$ cat src/rtl/mixer_level_ramp.sv
// Volume sequencer: steps the mixer level toward a requested target, one level per
// FRAMES_PER_STEP lrclk frames, with soft mute ramping down to 0 and back.
module mixer_level_ramp #(
    parameter int unsigned MAX_LEVEL       = 82,
    parameter int unsigned FRAMES_PER_STEP = 4,
    parameter int unsigned w_cnt           = 8
) (
    input  logic       clk,
    input  logic       rst_n,
    input  logic       lrclk,
    input  logic [6:0] target_level,
    input  logic       target_valid,
    output logic       target_ready,
    input  logic       mute,
    output logic [6:0] level,
    output logic       busy,
    output logic       done
);

    typedef enum logic [1:0] {
        ST_IDLE  = 2'd0,
        ST_RAMP  = 2'd1,
        ST_MUTED = 2'd2
    } state_e;

    localparam logic [6:0]       MAX_LVL  = 7'(MAX_LEVEL);
    localparam logic [w_cnt-1:0] LAST_CNT = w_cnt'(FRAMES_PER_STEP - 1);

    logic             sync1_q, sync2_q, hist_q, tick_q;
    logic [1:0]       arm_q;
    state_e           state_q, state_d;
    logic [6:0]       tgt_q, tgt_d;
    logic [6:0]       level_q, level_d;
    logic [w_cnt-1:0] fcnt_q, fcnt_d;
    logic             done_q, done_d;

    logic [6:0] tgt_new, goal, goal_n;
    logic       accept;

    // The edge history is held at 1 until the synchronizer carries real samples,
    // so an lrclk already high at reset release is not taken as a rising edge.
    always_ff @(posedge clk or negedge rst_n) begin
        if (!rst_n) begin
            sync1_q <= 1'b0;
            sync2_q <= 1'b0;
            arm_q   <= '0;
            hist_q  <= 1'b1;
            tick_q  <= 1'b0;
        end else begin
            sync1_q <= lrclk;
            sync2_q <= sync1_q;
            arm_q   <= {arm_q[0], 1'b1};
            hist_q  <= arm_q[1] ? sync2_q : 1'b1;
            tick_q  <= arm_q[1] & sync2_q & ~hist_q;
        end
    end

    always_ff @(posedge clk or negedge rst_n) begin
        if (!rst_n) begin
            state_q <= ST_IDLE;
            tgt_q   <= '0;
            level_q <= '0;
            fcnt_q  <= '0;
            done_q  <= 1'b0;
        end else begin
            state_q <= state_d;
            tgt_q   <= tgt_d;
            level_q <= level_d;
            fcnt_q  <= fcnt_d;
            done_q  <= done_d;
        end
    end

    always_comb begin
        state_d = state_q;
        tgt_d   = tgt_q;
        level_d = level_q;
        fcnt_d  = fcnt_q;
        done_d  = 1'b0;
        goal_n  = '0;
        tgt_new = (target_level > MAX_LVL) ? MAX_LVL : target_level;
        accept  = target_valid && (state_q != ST_RAMP);
        goal    = mute ? '0 : tgt_q;

        case (state_q)
            ST_IDLE, ST_MUTED: begin
                fcnt_d = '0;
                if (accept) begin
                    tgt_d = tgt_new;
                end
                goal_n = mute ? '0 : tgt_d;
                if (level_q != goal_n) begin
                    state_d = ST_RAMP;
                end else if (mute) begin
                    state_d = ST_MUTED;
                end else begin
                    state_d = ST_IDLE;
                    done_d  = (state_q == ST_MUTED);
                end
            end
            ST_RAMP: begin
                if (tick_q) begin
                    if (fcnt_q == LAST_CNT) begin
                        fcnt_d = '0;
                        if (level_q < goal) begin
                            level_d = level_q + 7'd1;
                        end else if (level_q > goal) begin
                            level_d = level_q - 7'd1;
                        end
                    end else begin
                        fcnt_d = fcnt_q + w_cnt'(1);
                    end
                end
                // Exit on the same edge as the final step so done and busy align.
                if (level_d == goal) begin
                    state_d = mute ? ST_MUTED : ST_IDLE;
                    done_d  = !mute;
                    fcnt_d  = '0;
                end
            end
            default: state_d = ST_IDLE;
        endcase
    end

    assign target_ready = (state_q != ST_RAMP);
    assign busy         = (state_q == ST_RAMP);
    assign level        = level_q;
    assign done         = done_q;

endmodule

$ cat config.mk
export PLATFORM = sky130hd
export DESIGN_NAME = mixer_level_ramp
export DESIGN_NICKNAME = d
export VERILOG_FILES = /design/src/rtl/mixer_level_ramp.sv
export SDC_FILE = /design/constraint.sdc
export NUM_CORES = 1
export LEC_CHECK = 0
export ABC_AREA = 1
export CORE_MARGIN = 10
export CORE_UTILIZATION = 40
export DETAILED_ROUTE_END_ITERATION = 6
export SYNTH_ARGS = -nofsm -noshare
export SYNTH_HDL_FRONTEND = slang
export SYNTH_SLANG_ARGS = --single-unit
export TNS_END_PERCENT = 5
$ cat constraint.sdc
create_clock -name clk -period 6.5 [get_ports clk]
set_input_delay 0.975 -clock clk [delete_from_list [all_inputs] [get_ports clk]]
set_output_delay 0.975 -clock clk [all_outputs]
set_load 0.01 [all_outputs]
==> flow_metrics.tcl <==
set metrics [dict create \
    drt-pass1-iter-count 5 \
    critPathMaxFanout 12 \
    global_route.overflow_total 0 \
    syn-mean-instance-area_sq_um 6.66 \
    grt_max_degree 32 \
    power.total_w 0.00123 \
    route.final.wire_length_mm 5.47 \
    clkSlewWorstSetupHoldPaths_ns 0.06 \
    grt_pass1_wl_mm 9.45 \
    sw_frac_of_total_pct 49.5 \
    clock_sinks 31 \
    status "finished, final reports clean" \
    timing.final.ws_setup_ns 2.70 \
    clkLatencyLatePin_ns 0.28 \
    max_freq_ghz 0.263 \
    power.ir.vdd_worst_mv 0.253 \
    globalplace.congestion 0.877 \
    port_buffers 21 \
    dp.final_hpwl_mm 4.32 \
    antenna_found_initial 0 \
    drt-initial-drc-count 84 \
    cts_made_buffers 5 \
    report.final.slew_viol_count 0 \
    syn-cell-area_sq_mm 0.00226 \
    timing.hold.ws_ns 0.352 \
    synthesized_netlist_cell_count 339 \
    die_outline_area_sq_mm 0.00905 \
    critPathArrivalTime_ns 4.02 \
    crit_path_end_kind "flop" \
    seq_power_share_pct 24.1 \
    hold_path.class "reg -> reg" \
    p_int_w 0.000620 \
    clock_tree.htree_level_count 2 \
    coreArea_sq_mm 0.00551 \
    start_util_pct 41.0 \
    final_nets 387 \
    routed_wire_length_per_instance_um 12.5 \
    finalInstanceArea_sq_mm 0.00267 \
    y_dimension_of_the_die_um 95.1 \
    leakage_nw 1.36 \
    row_count 27 \
    criticalPathCategory "in -> reg" \
    synthDistinctLibCells 30 \
    synth_fp_nets 361 \
    setup-violations-final 0 \
    worst_pin_slew_ns 0.504 \
    clk_path_buf_depth 2 \
    max-slew-margin-rel_pct 66.3 \
    vias 2097 \
    setup_repair_after_global_routing_missed_its_margin "false" \
    timing.critical_path.from_type "input pin" \
    syn_to_final_growth_pct 18.3 \
    final.setup_skew_ns 0.00629 \
    die_w_um 95.1 \
    cts.repair_timing.setup_buffer_count 0 \
    detailed_place.area_sq_mm 0.00255 \
    synth_sequential_area_ratio_pct 34.4 \
    share_comb_of_total_power_pct 60.1 \
    cts-resized-gates 0 \
    p_sw_w 0.000607 \
    setup_tns_ns 0 \
    mostFrequentLayoutCells "123 x sky130_fd_sc_hd__nand2_1, 36 x sky130_fd_sc_hd__inv_1, 31 x sky130_fd_sc_hd__nor2_1, 31 x sky130_fd_sc_hd__nand3_1, 30 x sky130_fd_sc_hd__dfrtp_1" \
    ant_nets_after_route 0 \
    endpoint_required_time_on_the_critical_path_ns 6.72 \
    grt_util_all_layers_pct 13.0 \
    layout_worst_path_cycle_share_pct 58.5 \
    p_clk_share_pct 15.8 \
    clock_tree.root_cell "sky130_fd_sc_hd__clkbuf_8" \
    antenna-diode-count 0 \
    ctsHoldBuffers 0 \
    preCtsSetupSlack_ns 2.43 \
    max-cap-violations 0 \
    tmin_final_ns 3.80 \
    drive_above_1_share_pct 8.47 \
    tritoncts_clock_tree "yes" \
    grt_pass1_vias 2056 \
    ys_seq_elements 31 \
    io-pin-count 22 \
    detail_route.drc_violations 0 \
    ys.warnings.count 0 \
    p_per_area_mw_per_mm2 459 \
    layout_commonest_cell "sky130_fd_sc_hd__nand2_1" \
    hold_viol 0 \
    avgViaCountPerCell 4.79 \
]
==> power by group through the flow <==
stage / logic [W] / registers [W] / clock network (W)
final: 0.000737 / 0.000296 / 0.000194
after global routing: 0.000836 / 0.000304 / 0.000209
after CTS: 0.000739 / 0.000295 / 0.000201
after detailed placement: 0.000735 / 0.000298 / 0
after global placement: 0.000731 / 0.000297 / 0
after floorplan: 0.000541 / 0.000292 / 0
==> per-layer routing <==
layer,part of all wire (%),wire (um),global-route usage (%)
met5,0,0,0
met4,1.7,94,4.24
met3,4.2,231,3.30
met2,44,2390,20.5
met1,50,2750,16.9
==> flip-flops by register name, indices dropped and copies added, names as in the netlist, 2 cells and up <==
register	count
fcnt_q	8
level	7
tgt_q	7
arm_q	2
state_q	2
==> metrics by stage <==
step	utilization (%)	cells
3_5_place_dp	46.4	430
2_1_floorplan	-	339
5_1_grt	48.5	438
3_3_place_gp	46.4	430
4_1_cts	48.5	438
6_report	48.5	438
==> cells in the mapped netlist, drive strengths merged <==
master / number / area [sq um]
nor2: 33 / 129
nand3: 32 / 165
xnor2: 1 / 8.76
o21ai: 22 / 110
o31ai: 1 / 7.51
nor3b: 1 / 12.5
o22ai: 1 / 6.26
dfrtp: 30 / 751
and2: 1 / 6.26
nor3: 4 / 20.0
xor2: 8 / 70.1
nand3b: 4 / 30.0
clkbuf: 3 / 11.3
ha: 10 / 125
or2: 1 / 6.26
nand4: 4 / 25.0
inv: 43 / 161
dfstp: 1 / 26.3
a21oi: 7 / 65.1
conb: 1 / 3.75
nand2: 129 / 509
clkinv: 2 / 7.51
==> layout make-up <==
class,count,area [sq um]
multi-input combinational,260,1300
sequential,31,777
inverter,45,169
fill,558,2840
clock inverter,2,35.0
timing repair buffer,22,218
tap,72,90.1
clock buffer,6,82.6
==> cells by family after synthesis <==
group           count (synthesis)  share of synthesized area (%)
fa+ha+maj                      10                           5.54
other cells                     1                          0.166
buf+inv                        48                           7.98
flops                          31                           34.4
simple gates                  209                           40.0
compound gates                 31                           8.37
xor+xnor                        9                           3.49
==> path summary, 6_finish.rpt <==
kind	startpoint	endpoint	slack, ns	depth (start not counted)
setup / recovery	mute	fcnt_q[4]	2.70	20
hold / removal	sync1_q	sync2_q	0.35	0
setup reg to reg	tgt_q[6]	fcnt_q[4]	3.73	20
hold reg to reg	sync1_q	sync2_q	0.35	0
max in group asynchronous	rst_n	hist_q	5.08	2
min in group asynchronous	rst_n	tgt_q[6]	1.08	2
==> worst max-delay path: stages <==
cell	delay (ns)
sky130_fd_sc_hd__clkdlybuf4s50_1	0.61
sky130_fd_sc_hd__nor2_1	0.27
sky130_fd_sc_hd__inv_1	0.09
sky130_fd_sc_hd__ha_1	0.32
sky130_fd_sc_hd__nand2_2	0.07
sky130_fd_sc_hd__nor2_2	0.17
sky130_fd_sc_hd__nand2_2	0.13
sky130_fd_sc_hd__nand2_4	0.13
sky130_fd_sc_hd__nand2_1	0.10
sky130_fd_sc_hd__nand2_1	0.09
sky130_fd_sc_hd__nand2_1	0.06
sky130_fd_sc_hd__nand2_1	0.08
sky130_fd_sc_hd__nand2_1	0.05
sky130_fd_sc_hd__nand2_1	0.06
sky130_fd_sc_hd__nand2_1	0.05
sky130_fd_sc_hd__nor2_1	0.11
sky130_fd_sc_hd__nand3_2	0.20
sky130_fd_sc_hd__a21oi_4	0.28
sky130_fd_sc_hd__nand2_1	0.09
sky130_fd_sc_hd__nand2_1	0.07
(Power assumes the default switching activity.)
